<file path="src/rtl/hazard_ctrl_pkg.sv">
// hazard_ctrl_pkg: shared types, constants and forwarding helper for the hazard controller
package hazard_ctrl_pkg;
   typedef enum logic [1:0] {FWD_RF = 2'b00, FWD_W = 2'b01, FWD_M = 2'b10} fwd_sel_t;
   typedef enum logic {IDLE, BUSY} mc_state_t;
   localparam logic [4:0] REG_X0 = 5'd0;
   function automatic fwd_sel_t fwd_sel(input logic [4:0] rs, rd_m, rd_w, input logic wr_m, wr_w);
      return (wr_m && rd_m != REG_X0 && rd_m == rs) ? FWD_M :
             (wr_w && rd_w != REG_X0 && rd_w == rs) ? FWD_W : FWD_RF;
   endfunction
endpackage

</file>
<file path="src/rtl/hazard_ctrl_if.sv">
// hazard_ctrl_if: pipeline-side signals of the hazard controller
interface hazard_ctrl_if #(parameter int PERF_W = 32);
   logic [4:0]        rs1D, rs2D, rs1E, rs2E, rdE, rdM, rdW;
   logic              reg_wrM, reg_wrW, result_srcE0, PC_srcE, mc_opE;
   logic [1:0]        fwdAE, fwdBE;
   logic              stallF, stallD, stallE, flushD, flushE, flushM, mc_busy, mc_done;
   logic [PERF_W-1:0] stall_cnt;
   modport master (
      output rs1D, rs2D, rs1E, rs2E, rdE, rdM, rdW, reg_wrM, reg_wrW, result_srcE0, PC_srcE, mc_opE,
      input  fwdAE, fwdBE, stallF, stallD, stallE, flushD, flushE, flushM, mc_busy, mc_done, stall_cnt
   );
   modport slave (
      input  rs1D, rs2D, rs1E, rs2E, rdE, rdM, rdW, reg_wrM, reg_wrW, result_srcE0, PC_srcE, mc_opE,
      output fwdAE, fwdBE, stallF, stallD, stallE, flushD, flushE, flushM, mc_busy, mc_done, stall_cnt
   );
endinterface

</file>
<file path="src/rtl/hazard_ctrl_mc_seq.sv">
// hazard_ctrl_mc_seq: holds a multi-cycle Execute op for MC_LAT cycles
module hazard_ctrl_mc_seq
   import hazard_ctrl_pkg::*;
#(
   parameter int MC_LAT = 4
) (
   input  logic clk,
   input  logic rst,
   input  logic i_mc_op,
   output logic o_mc_stall,
   output logic o_mc_done
);
   localparam int CW = ($clog2(MC_LAT) < 1) ? 1 : $clog2(MC_LAT);
   mc_state_t r_state, w_state_nxt;
   logic [CW-1:0] r_cnt, w_cnt_nxt;
   // state and remaining-stall counter
   always_ff @(posedge clk) begin
      if (rst) begin
         r_state <= IDLE;
         r_cnt   <= '0;
      end else begin
         r_state <= w_state_nxt;
         r_cnt   <= w_cnt_nxt;
      end
   end
   // first op cycle is seen in IDLE, so BUSY only covers the remaining MC_LAT-2 stalls plus the done cycle
   always_comb begin
      w_state_nxt = r_state;
      w_cnt_nxt   = r_cnt;
      o_mc_stall  = 1'b0;
      o_mc_done   = 1'b0;
      if (r_state == IDLE) begin
         if (i_mc_op && MC_LAT > 1) begin
            o_mc_stall  = 1'b1;
            w_state_nxt = BUSY;
            w_cnt_nxt   = CW'(MC_LAT - 2);
         end else begin
            o_mc_done = i_mc_op && MC_LAT == 1;
         end
      end else if (r_cnt != '0) begin
         o_mc_stall = 1'b1;
         w_cnt_nxt  = r_cnt - CW'(1);
      end else begin
         o_mc_done   = 1'b1;
         w_state_nxt = IDLE;
      end
   end
endmodule

</file>
<file path="src/rtl/hazard_ctrl.sv">
// hazard_ctrl: forwarding, load-use/branch/multi-cycle stall and flush control with a stall counter
module hazard_ctrl
   import hazard_ctrl_pkg::*;
#(
   parameter int MC_LAT = 4,
   parameter int PERF_W = 32
) (
   input  logic         clk,
   input  logic         rst,
   hazard_ctrl_if.slave hz
);
   fwd_sel_t          w_fwd_a, w_fwd_b;
   logic              w_lw_stall, w_mc_stall, w_mc_done, w_stall_f;
   logic [PERF_W-1:0] r_stall_cnt;

   hazard_ctrl_mc_seq #(.MC_LAT(MC_LAT)) u_mc_seq (
      .clk       (clk),
      .rst       (rst),
      .i_mc_op   (hz.mc_opE),
      .o_mc_stall(w_mc_stall),
      .o_mc_done (w_mc_done)
   );

   assign w_fwd_a    = fwd_sel(hz.rs1E, hz.rdM, hz.rdW, hz.reg_wrM, hz.reg_wrW);
   assign w_fwd_b    = fwd_sel(hz.rs2E, hz.rdM, hz.rdW, hz.reg_wrM, hz.reg_wrW);
   assign w_lw_stall = hz.result_srcE0 && hz.rdE != REG_X0 && (hz.rdE == hz.rs1D || hz.rdE == hz.rs2D);
   assign w_stall_f  = w_lw_stall || w_mc_stall;

   assign hz.fwdAE     = w_fwd_a;
   assign hz.fwdBE     = w_fwd_b;
   assign hz.stallF    = !rst && w_stall_f;
   assign hz.stallD    = !rst && w_stall_f;
   assign hz.stallE    = !rst && w_mc_stall;
   assign hz.flushM    = !rst && w_mc_stall;
   assign hz.mc_busy   = !rst && w_mc_stall;
   assign hz.mc_done   = !rst && w_mc_done;
   assign hz.flushD    = !rst && hz.PC_srcE && !w_mc_stall;
   assign hz.flushE    = !rst && (w_lw_stall || hz.PC_srcE) && !w_mc_stall;
   assign hz.stall_cnt = r_stall_cnt;

   // saturating count of fetch-stall cycles
   always_ff @(posedge clk) begin
      if (rst) r_stall_cnt <= '0;
      else if (w_stall_f && !(&r_stall_cnt)) r_stall_cnt <= r_stall_cnt + PERF_W'(1);
   end
endmodule

</file>
<file path="src/flat_wrapper.sv">
// flat-port wrapper written by rule: the top's interface ports become plain ports
module hazard_ctrl_flat import hazard_ctrl_pkg::*;
#(
   parameter int MC_LAT = 4,
   parameter int PERF_W = 32
)
  (clk, rst, hz_rs1D, hz_rs2D, hz_rs1E, hz_rs2E, hz_rdE, hz_rdM, hz_rdW, hz_reg_wrM, hz_reg_wrW, hz_result_srcE0, hz_PC_srcE, hz_mc_opE, hz_fwdAE, hz_fwdBE, hz_stallF, hz_stallD, hz_stallE, hz_flushD, hz_flushE, hz_flushM, hz_mc_busy, hz_mc_done, hz_stall_cnt);
  hazard_ctrl_if #(.PERF_W(PERF_W)) hz_i ();
  input  logic clk;
  input  logic rst;
  input wire logic [$bits(hz_i.rs1D)-1:0] hz_rs1D;
  input wire logic [$bits(hz_i.rs2D)-1:0] hz_rs2D;
  input wire logic [$bits(hz_i.rs1E)-1:0] hz_rs1E;
  input wire logic [$bits(hz_i.rs2E)-1:0] hz_rs2E;
  input wire logic [$bits(hz_i.rdE)-1:0] hz_rdE;
  input wire logic [$bits(hz_i.rdM)-1:0] hz_rdM;
  input wire logic [$bits(hz_i.rdW)-1:0] hz_rdW;
  input wire logic [$bits(hz_i.reg_wrM)-1:0] hz_reg_wrM;
  input wire logic [$bits(hz_i.reg_wrW)-1:0] hz_reg_wrW;
  input wire logic [$bits(hz_i.result_srcE0)-1:0] hz_result_srcE0;
  input wire logic [$bits(hz_i.PC_srcE)-1:0] hz_PC_srcE;
  input wire logic [$bits(hz_i.mc_opE)-1:0] hz_mc_opE;
  output wire logic [$bits(hz_i.fwdAE)-1:0] hz_fwdAE;
  output wire logic [$bits(hz_i.fwdBE)-1:0] hz_fwdBE;
  output wire logic [$bits(hz_i.stallF)-1:0] hz_stallF;
  output wire logic [$bits(hz_i.stallD)-1:0] hz_stallD;
  output wire logic [$bits(hz_i.stallE)-1:0] hz_stallE;
  output wire logic [$bits(hz_i.flushD)-1:0] hz_flushD;
  output wire logic [$bits(hz_i.flushE)-1:0] hz_flushE;
  output wire logic [$bits(hz_i.flushM)-1:0] hz_flushM;
  output wire logic [$bits(hz_i.mc_busy)-1:0] hz_mc_busy;
  output wire logic [$bits(hz_i.mc_done)-1:0] hz_mc_done;
  output wire logic [$bits(hz_i.stall_cnt)-1:0] hz_stall_cnt;
  assign hz_i.rs1D = hz_rs1D;
  assign hz_i.rs2D = hz_rs2D;
  assign hz_i.rs1E = hz_rs1E;
  assign hz_i.rs2E = hz_rs2E;
  assign hz_i.rdE = hz_rdE;
  assign hz_i.rdM = hz_rdM;
  assign hz_i.rdW = hz_rdW;
  assign hz_i.reg_wrM = hz_reg_wrM;
  assign hz_i.reg_wrW = hz_reg_wrW;
  assign hz_i.result_srcE0 = hz_result_srcE0;
  assign hz_i.PC_srcE = hz_PC_srcE;
  assign hz_i.mc_opE = hz_mc_opE;
  assign hz_fwdAE = hz_i.fwdAE;
  assign hz_fwdBE = hz_i.fwdBE;
  assign hz_stallF = hz_i.stallF;
  assign hz_stallD = hz_i.stallD;
  assign hz_stallE = hz_i.stallE;
  assign hz_flushD = hz_i.flushD;
  assign hz_flushE = hz_i.flushE;
  assign hz_flushM = hz_i.flushM;
  assign hz_mc_busy = hz_i.mc_busy;
  assign hz_mc_done = hz_i.mc_done;
  assign hz_stall_cnt = hz_i.stall_cnt;
  hazard_ctrl #(.MC_LAT(MC_LAT), .PERF_W(PERF_W)) u_core (.clk(clk), .rst(rst), .hz(hz_i));
endmodule
</file>
<file path="config.mk">
export PLATFORM = sky130hd
export DESIGN_NAME = hazard_ctrl_flat
export DESIGN_NICKNAME = d
export VERILOG_FILES = /design/src/rtl/hazard_ctrl_pkg.sv /design/src/rtl/hazard_ctrl_if.sv /design/src/rtl/hazard_ctrl_mc_seq.sv /design/src/rtl/hazard_ctrl.sv /design/src/flat_wrapper.sv
export SDC_FILE = /design/constraint.sdc
export NUM_CORES = 1
export LEC_CHECK = 0
export BUFFER_PORTS_ARGS = -buffer_cell sky130_fd_sc_hd__clkbuf_2
export CORE_UTILIZATION = 54
export DETAILED_ROUTE_END_ITERATION = 6
export PLACE_DENSITY = 0.84
export SYNTH_ARGS = -nofsm -noshare
export SYNTH_HDL_FRONTEND = slang
export SYNTH_SLANG_ARGS = --single-unit
export TNS_END_PERCENT = 50
</file>
<file path="constraint.sdc">
create_clock -name clk -period 5.1 [get_ports clk]
set_input_delay 1.02 -clock clk [delete_from_list [all_inputs] [get_ports clk]]
set_output_delay 1.02 -clock clk [all_outputs]
set_load 0.02 [all_outputs]
</file>
**Word level (Yosys, flattened, before mapping)**

Cells that the tools add are included.

- Flip-flop bits (word level): 35
- Input bits: 42
- Output and inout port bits: 44
- Logic and storage cells: 53

- Reduce and logical (&&, ||, !) cells: 29
- Equality and inequality tests: 7
- Add/sub/neg operators: 2
- Mux-type cells: 12

Operators by type and width:

| cell | count |
|---|---|
| $add A32 B1 Y32 const B | 1 |
| $reduce_and A32 Y1 | 1 |
| $eq A5 B5 Y1 | 6 |
| $logic_and A1 B1 Y1 | 16 |
| $reduce_bool A5 Y1 | 3 |
| $mux W2 | 5 |
| $mux W1 | 7 |
| $reduce_bool A2 Y1 | 2 |
| $logic_not A1 Y1 | 3 |
| $logic_or A1 B1 Y1 | 3 |
| $ne A2 B1 Y1 const B | 1 |
| $reduce_and A2 Y1 | 1 |
| $sub A2 B1 Y2 const B | 1 |

**Logic depth before layout (Yosys ltp)**

Gate-level depths: netlist of the first run.

- Word-level depth: 6
- Gate-level depth with buffers: 9
- Depth with buffers taken out: 8

**Cells and area by module**

A second synthesis of the first run with hierarchy kept.

- Cells, all modules: 279
- Area total of the unflattened synthesis: 2,384.8 µm²

By module, submodules not included:

| module | cells each | area an instance (µm²) | instances | sequential area each (µm²) |
|---|---|---|---|---|
| hazard_ctrl | 263 | 2,237.1 | 1 | 640.6 |
| hazard_ctrl_mc_seq | 16 | 147.6 | 1 | 60.1 |

**Worst setup path after synthesis of the first run**

Ideal clock, no wire load.

- Path type: input port to output port
- Start point: in hz_rdM[0]
- End point: out hz_fwdAE[0]
- Stages on the path: 4
- Path slack: 1,443 ps
- Arrival: 2,637 ps
- Buffers on the path: 0
- Required time: 4,080 ps
- Cells stage by stage: or4_1 o21ai_0 nor4_1 nor4_1

- Word-level cells in the longest chain between the ends: 4
- Elaborated cells on any way between the ends: 5
- Classes of those cells: eq/ne (1); mux (1); reduce/logical (3)

RTL lines:

| element | RTL line | RTL |
|---|---|---|
| from (decl) | flat_wrapper.sv:16 | `input wire logic [$bits(hz_i.rdM)-1:0] hz_rdM;` |
| $reduce_bool A5 Y1 | hazard_ctrl_pkg.sv:7 | `return (wr_m && rd_m != REG_X0 && rd_m == rs) ? FWD_M :` |
| $logic_and A1 B1 Y1 | hazard_ctrl_pkg.sv:7 |  |
| $logic_and A1 B1 Y1 * | hazard_ctrl_pkg.sv:7 |  |
| $mux W2 * | hazard_ctrl_pkg.sv:7 |  |
| to (decl) | flat_wrapper.sv:23 | `output wire logic [$bits(hz_i.fwdAE)-1:0] hz_fwdAE;` |

Every way passes the cells marked *; elsewhere a longest branch is shown, timed or not.

**Final worst setup path of the first run**

- Start point: in hz_rdE[0]
- End point: out hz_stallD

- Word-level cells in the longest chain between the ends: 5
- Elaborated cells on any way between the ends: 8
- Classes of those cells: eq/ne (2); reduce/logical (6)

RTL lines:

| element | RTL line | RTL |
|---|---|---|
| from (decl) | flat_wrapper.sv:15 | `input wire logic [$bits(hz_i.rdE)-1:0] hz_rdE;` |
| $eq A5 B5 Y1 / $reduce_bool A5 Y1 (equally long branches) | hazard_ctrl.sv:26 | `assign w_lw_stall = hz.result_srcE0 && hz.rdE != REG_X0 && (hz.rdE == hz.rs1D \|\| hz.rdE == hz.rs2D);` |
| $logic_or A1 B1 Y1 / $logic_and A1 B1 Y1 (equally long branches) | hazard_ctrl.sv:26 |  |
| $logic_and A1 B1 Y1 * | hazard_ctrl.sv:26 |  |
| $logic_or A1 B1 Y1 * | hazard_ctrl.sv:27 | `assign w_stall_f = w_lw_stall \|\| w_mc_stall;` |
| $logic_and A1 B1 Y1 * | hazard_ctrl.sv:32 | `assign hz.stallD = !rst && w_stall_f;` |
| to (decl) | flat_wrapper.sv:26 | `output wire logic [$bits(hz_i.stallD)-1:0] hz_stallD;` |

Marked as above.

==> flow_metrics.py, run 1 <==
metrics = {
    "outcome": {
        "status": "completed",
    },
    "yosys": {
        "synth_area_sq_mm": 0.00242,
        "syn_inst": 293,
        "synth_warnings": 0,
        "ys_seq_area_share_pct": 28.9,
        "syn-num-nets": 337,
        "async_reset_ff_share_pct": 0,
        "yosysTopAreaCellShare_pct": 28.9,
        "synthDistinctLibCells": 45,
        "synth_edf_count": 0,
        "synth_area_leaders": "dfxtp_1 29%, or4_1 7.4%, xnor2_1 6.1%",
        "synthFlopType": "dfxtp_1",
        "synth.ff_latch_count": 35,
        "yosysTopAreaCell": "dfxtp_1",
        "syn_avg_cell_area_sq_um": 8.27,
    },
    "worst_setup_path": {
        "cp_data_arrival_time_ps": 2680,
        "path_cells": "clkbuf_2 -> or4_1 -> o21ai_2 -> inv_2 -> a21oi_4 -> buf_4 -> nor2_1 -> clkbuf_2",
        "slowest_stage": "or4_1",
        "r2r_end": "u_core.hz.stall_cnt[21]",
        "path_class": "input pin to output pin",
        "crit_top_cell": "clkbuf_2",
        "timing.rr.start": "u_core.hz.stall_cnt[0]",
        "critical_path_required_ps": 4080,
        "cp_max_fo": 44,
        "critPathLaunchType": "input pin",
        "r2r_cells": 7,
        "r2r_slack_ps": 2550,
        "end_kind": "output pin",
        "critPathMaxStageDelay_ps": 530,
    },
    "cells_and_area": {
        "area_growth_pct": 20.7,
        "num_antenna_cells": 0,
        "drive_gt1_share_pct": 30.1,
        "nFillCells": 349,
        "fin_nets": 415,
        "final_util_pct": 70.6,
        "mostFrequentLayoutCells": "85 x clkbuf_2, 35 x dfxtp_1, 24 x or4_1, 23 x a21oi_1, 22 x nand3_1",
        "final_common_cell": "clkbuf_2",
    },
    "floorplanning": {
        "row_count": 23,
        "ioPinCount": 86,
        "die_area_sq_mm": 0.00476,
        "initial_core_util_pct": 58.5,
        "fp.dieW_um": 69.0,
        "coreArea_sq_mm": 0.00414,
        "die_h_um": 69.0,
    },
    "timing": {
        "slew_headroom_pct": 55.5,
        "setup_viol": 0,
        "setup_ws_ps": 1400,
        "fin_crit_sh_pct": 72.6,
        "period_minus_slack_ps": 3700,
        "fmax_ghz": 0.270,
        "tightest_slew_ps": 665,
        "maxSlewViolCount": 0,
        "fin_setup_tns_ps": 0,
        "grt_setup_unrepaired": "no",
        "skew_ps": 6.07,
        "hold_viol": 0,
    },
    "worst_hold_path": {
        "whs_endpoint": "u_core.u_mc_seq.r_cnt[0]",
        "min_from": "u_core.u_mc_seq.r_cnt[0]",
        "min_path_cells": 1,
        "holdCritPathClass": "flip-flop to flip-flop",
    },
    "pwr": {
        "p_leak_nw": 1.13,
        "vdd_drop_max_mv": 0.139,
        "total_power_mw": 0.624,
        "power_density_mw_per_mm2": 213,
    },
    "cts": {
        "post_cts_resized": 0,
        "clk-insertion-delay-late_ps": 290,
        "clock-sinks": 35,
        "cts_tree": "built",
        "max-clock-path-buffers": 2,
        "cts_buffers": 5,
        "post-cts-setup-buffers": 0,
        "clkTransAtPathRegs_ps": 70,
        "clock-root-buffer": "clkbuf_8",
        "htree_levels": 2,
        "hold_buffers": 0,
    },
    "routing": {
        "drc": 0,
        "drt-met1-wl_um": 2550,
        "dr.max_layer_used": "met4",
        "viasPerCell": 6.03,
        "routedWlPerCell_um": 14.1,
        "finalWirelength_um": 5950,
        "initialDrtViolationCount": 135,
        "met2_length_um": 2930,
        "first_pass_iters": 4,
        "num_vias": 2544,
        "antenna_left": 0,
        "met3_wirelength_um": 398,
    },
    "placed_design": {
        "gp_congestion": 0.875,
        "post-place-ws_ps": 1410,
        "hpwl_um": 4440,
        "portBuffers": 85,
    },
    "grt": {
        "grt_pass1_wl_um": 9310,
        "grt_usage_pct": 25.9,
        "grt_overflow_total": 0,
        "grt_pass1_vias": 2134,
        "antenna_found_initial": 0,
        "grt_max_degree": 45,
    },
    "job": {
        "drv_cap": 0,
    },
}
==> state kept, by name, indices dropped and copies added (netlist names) <==
name                     cells
u_core.u_mc_seq.r_state      1
u_core.hz.stall_cnt         32
u_core.u_mc_seq.r_cnt        2
==> routing by layer <==
| metal | global-route usage [%] | vias to the layer above |
|---|---|---|
| met1 | 31.6 | 1172 |
| met3 | 6.09 | 13 |
| li1 | - | 1265 |
| met2 | 44.1 | 94 |
| met5 | 0 | - |
| met4 | 9.44 | 0 |
==> critical path: cells and delay by family <==
family / cells / cell delay [ps]
buffers and inverters: 4 / 720
and+or+nand+nor: 2 / 630
AOI/OAI and AO/OA: 2 / 290
==> stage by stage <==
step           instances  area (sq um)  hold WS (ps)
2_1_floorplan        293          2420           438
3_3_place_gp         414          2830           455
3_5_place_dp         414          2830           477
4_1_cts              422          2930           489
5_1_grt              422          2930           500
6_report             422          2930           488
==> worst max path at each step <==
stage / to / startpoint / cells after the start
after global routing: hz_fwdAE[0] / hz_rdM[0] / 6
after CTS: hz_stallF / hz_rdE[0] / 8
after detailed placement: hz_stallF / hz_rdE[0] / 8
after global placement: hz_stallF / hz_rdE[0] / 8
final: hz_stallD / hz_rdE[0] / 8
after floorplan: hz_fwdAE[0] / hz_rdM[0] / 4
==> power by group <==
| part | total (mW) | switching [mW] | internal (mW) |
|---|---|---|---|
| clock network | 0.225 | 0.102 | 0.123 |
| logic | 0.115 | 0.0701 | 0.0448 |
| registers | 0.284 | 0.00597 | 0.278 |
| total | 0.624 | 0.178 | 0.446 |
==> final cells by class <==
| type | count | area (sq um) | area share [%] |
|---|---|---|---|
| inverters | 5 | 18.8 | 0.642 |
| clock buffers | 8 | 100 | 3.42 |
| multi-input cells | 237 | 1600 | 54.8 |
| well taps | 50 | 62.6 | 2.14 |
| repair buffers | 87 | 440 | 15.1 |
| flip-flops and latches | 35 | 701 | 24.0 |
==> synth_stat cells (2+ instances only) <==
| cell type | n |
|---|---|
| or4_1 | 24 |
| inv_1 | 4 |
| ha_1 | 2 |
| and3_1 | 5 |
| mux2_4 | 6 |
| o41ai_1 | 2 |
| dfxtp_1 | 35 |
| buf_2 | 3 |
| clkbuf_1 | 5 |
| o21ai_1 | 2 |
| nor2_1 | 14 |
| buf_4 | 4 |
| xnor2_1 | 17 |
| and4_1 | 4 |
| nand4b_1 | 2 |
| nor3_1 | 5 |
| mux2_2 | 2 |
| o21ai_0 | 6 |
| nor2_4 | 2 |
| nand4_1 | 6 |
| xor2_1 | 14 |
| nor4_1 | 9 |
| nand3_1 | 22 |
| buf_6 | 3 |
| nand2_1 | 21 |
| a21oi_1 | 23 |
| and2_1 | 3 |
| o31ai_1 | 16 |
| nor2b_1 | 12 |
| or3_1 | 4 |
| nand3b_1 | 2 |
==> logic make-up after synthesis <==
logic type	after synthesis	share of synthesized area [%]
multiplexers	8	4.65
adder cells (fa/ha/maj)	2	1.03
buffers and inverters	21	4.96
XOR/XNOR	31	11.2
AND/OR/NAND/NOR	139	33.7
AO/OA/AOI/OAI	57	15.5
flip-flops	35	28.9
Note: power is estimated with default switching activity, not from simulation.
==> inputs of run 2 (changes only) <==
Settings changed: ABC_AREA from default to 1, CORE_UTILIZATION 54 to 51, PLACE_DENSITY 0.84 to 0.79.
Clock period 5.1 ns to 3.55 ns, I/O delays scaled along.
==> flow_metrics.py, run 2 <==
metrics = {
    "worst_setup_path": {
        "crit_top_cell": "clkbuf_2",
        "setup.worst_path.start": "hz_rdM[1]",
        "r2r_slack_ps": 1480,
        "slowest_stage": "o41ai_1",
        "critPathMaxStageDelay_ps": 380,
        "r2r_end": "u_core.hz.stall_cnt[27]",
        "path_buf_inv": 2,
        "critical_path_required_ps": 2840,
        "cpLargestDelayFamily": "simple AND/OR/NAND/NOR gates",
        "critPathLaunchType": "input pin",
        "timing.rr.start": "u_core.u_mc_seq.r_cnt[0]",
        "endpoint": "hz_fwdBE[0]",
        "cp_data_arrival_time_ps": 1890,
        "path_cells": "clkbuf_2 -> or2_2 -> o41ai_1 -> nor3_1 -> nor2_1 -> clkbuf_2",
        "end_kind": "output pin",
        "cp_max_fo": 3,
        "cp.depth": 6,
        "path_class": "input pin to output pin",
        "r2r_cells": 7,
    },
    "yosys": {
        "synth_common_cells": "105 x nand2_1, 78 x nor2_1, 53 x inv_1",
        "yosys.cell_count.top_type": "nand2_1",
        "synth_edf_count": 0,
        "syn-num-nets": 468,
        "async_reset_ff_share_pct": 0,
        "ys_seq_area_share_pct": 27.9,
        "syn_avg_cell_area_sq_um": 5.93,
        "yosysTopAreaCell": "dfxtp_1",
        "synth_area_leaders": "dfxtp_1 28%, nand2_1 16%, nor2_1 12%",
        "syn_inst": 424,
        "synth.ff_latch_count": 35,
        "synthFlopType": "dfxtp_1",
        "synth_warnings": 0,
        "yosysTopAreaCellShare_pct": 27.9,
        "synthDistinctLibCells": 25,
        "synth_area_sq_mm": 0.00251,
    },
    "cts": {
        "cts_buffers": 5,
        "post-cts-setup-buffers": 0,
        "clkTransAtPathRegs_ps": 70,
        "max-clock-path-buffers": 2,
        "cts_tree": "built",
        "clk-insertion-delay-late_ps": 290,
        "post_cts_resized": 0,
        "clock-sinks": 35,
        "hold_buffers": 0,
        "clock-root-buffer": "clkbuf_8",
        "htree_levels": 2,
    },
    "floorplanning": {
        "initial_core_util_pct": 53.2,
        "fp.dieW_um": 72.2,
        "row_count": 25,
        "die_area_sq_mm": 0.00522,
        "coreArea_sq_mm": 0.00472,
        "die_h_um": 72.2,
        "ioPinCount": 86,
    },
    "pwr": {
        "total_power_mw": 0.883,
        "vdd_drop_max_mv": 0.180,
        "p_leak_nw": 1.52,
        "power_density_mw_per_mm2": 291,
    },
    "cells_and_area": {
        "nFillCells": 477,
        "multi_input_area_sq_mm": 0.00153,
        "mostFrequentLayoutCells": "105 x nand2_1, 85 x clkbuf_2, 78 x nor2_1, 53 x inv_1, 45 x nand3_1",
        "seqCellArea_sq_um": 701,
        "final_common_cell": "nand2_1",
        "area_growth_pct": 20.8,
        "fin_nets": 547,
        "largest_reg_flops": 32,
        "num_antenna_cells": 0,
        "drive_gt1_share_pct": 20.2,
    },
    "grt": {
        "grt_overflow_total": 0,
        "busiest_layer": "met2",
        "grt_pass1_wl_um": 9960,
        "grt_usage_pct": 23.8,
        "gr-usage-met3_pct": 6.25,
        "antenna_found_initial": 0,
        "gr-usage-met2_pct": 41.5,
        "grt_max_degree": 65,
        "grt_pass1_vias": 2448,
        "globalRouteMet1Util_pct": 28.5,
    },
    "routing": {
        "finalWirelength_um": 5820,
        "viasPerCell": 4.88,
        "first_pass_iters": 4,
        "antenna_left": 0,
        "routedWlPerCell_um": 10.2,
        "initialDrtViolationCount": 119,
        "num_vias": 2786,
        "drc": 0,
    },
    "timing": {
        "tightest_slew_ps": 1030,
        "setup_viol": 0,
        "fin_crit_sh_pct": 73.2,
        "fin_setup_tns_ps": 0,
        "skew_ps": 6.62,
        "maxSlewViolCount": 0,
        "slew_headroom_pct": 30.9,
        "grt_setup_unrepaired": "no",
        "period_minus_slack_ps": 2600,
        "hold_viol": 0,
        "fmax_ghz": 0.385,
    },
    "outcome": {
        "status": "completed",
    },
    "placed_design": {
        "gp_congestion": 0.812,
        "portBuffers": 85,
        "hpwl_um": 4500,
    },
    "job": {
        "drv_cap": 0,
    },
    "worst_hold_path": {
        "holdCritPathClass": "flip-flop to flip-flop",
    },
}
run 2: cell families after synthesis:
group                      synth area share, %
and+or+nand+nor                           43.3
AOI/OAI and AO/OA                         8.26
adders and majority gates                0.995
DFF                                       27.9
xor gates and xnor gates                  8.36
buffers and inverters                     11.2
run 2: report_power, final:
part,internal (mW),switching [mW],total [mW]
clock,0.137,0.156,0.293
sequential,0.400,0.00647,0.407
combinational,0.0674,0.115,0.183
total,0.604,0.278,0.883
run 2: layout make-up:
| cell class | instances | share of cell area, % |
|---|---|---|
| clock buffers | 5 | 2.27 |
| repair buffers | 86 | 14.3 |
| well taps | 67 | 2.76 |
| multi-input cells | 322 | 50.5 |
| flip-flops and latches | 35 | 23.1 |
| inverters | 53 | 6.55 |
| clock inverters | 3 | 0.659 |
run 2: layer usage:
layer / vias up / part of all wire (%)
met5: - / 0
met4: 0 / 1.3
met3: 7 / 3.9
met2: 48 / 48
met1: 1228 / 46
li1: 1503 / -
run 2: worst min path at each step:
| stage | from | to | slack [ps] | cells after the start |
|---|---|---|---|---|
| 2_1_floorplan | u_core.u_mc_seq.r_cnt[1] | u_core.u_mc_seq.r_cnt[1] | 450 | 2 |
| 3_3_place_gp | u_core.u_mc_seq.r_cnt[1] | u_core.u_mc_seq.r_cnt[1] | 480 | 2 |
| 3_5_place_dp | u_core.u_mc_seq.r_cnt[1] | u_core.u_mc_seq.r_cnt[1] | 480 | 2 |
| 4_1_cts | u_core.u_mc_seq.r_cnt[1] | u_core.u_mc_seq.r_cnt[1] | 490 | 2 |
| 5_1_grt | u_core.u_mc_seq.r_cnt[1] | u_core.u_mc_seq.r_cnt[1] | 510 | 2 |
| 6_report | u_core.u_mc_seq.r_cnt[1] | u_core.u_mc_seq.r_cnt[1] | 500 | 2 |
run 2: worst min-delay path: cells and delay by family, from the launching register on:
kind,cells,cell delay (ps)
AOI/OAI and AO/OA,1,80
DFF,1,300
buffers and inverters,1,70
run 2: through the flow:
| step | util (%) | hold slack (ps) | setup WS, ps | std cells | cell area, sq um |
|---|---|---|---|---|---|
| final | 64.3 | 499 | 950 | 571 | 3040 |
| after global routing | 64.3 | 513 | 758 | 571 | 3040 |
| after CTS | 64.3 | 492 | 944 | 571 | 3040 |
| after detailed placement | 62.4 | 482 | 943 | 563 | 2950 |
| after global placement | 62.4 | 478 | 988 | 563 | 2950 |
| after floorplan | - | 452 | 1020 | 424 | 2510 |
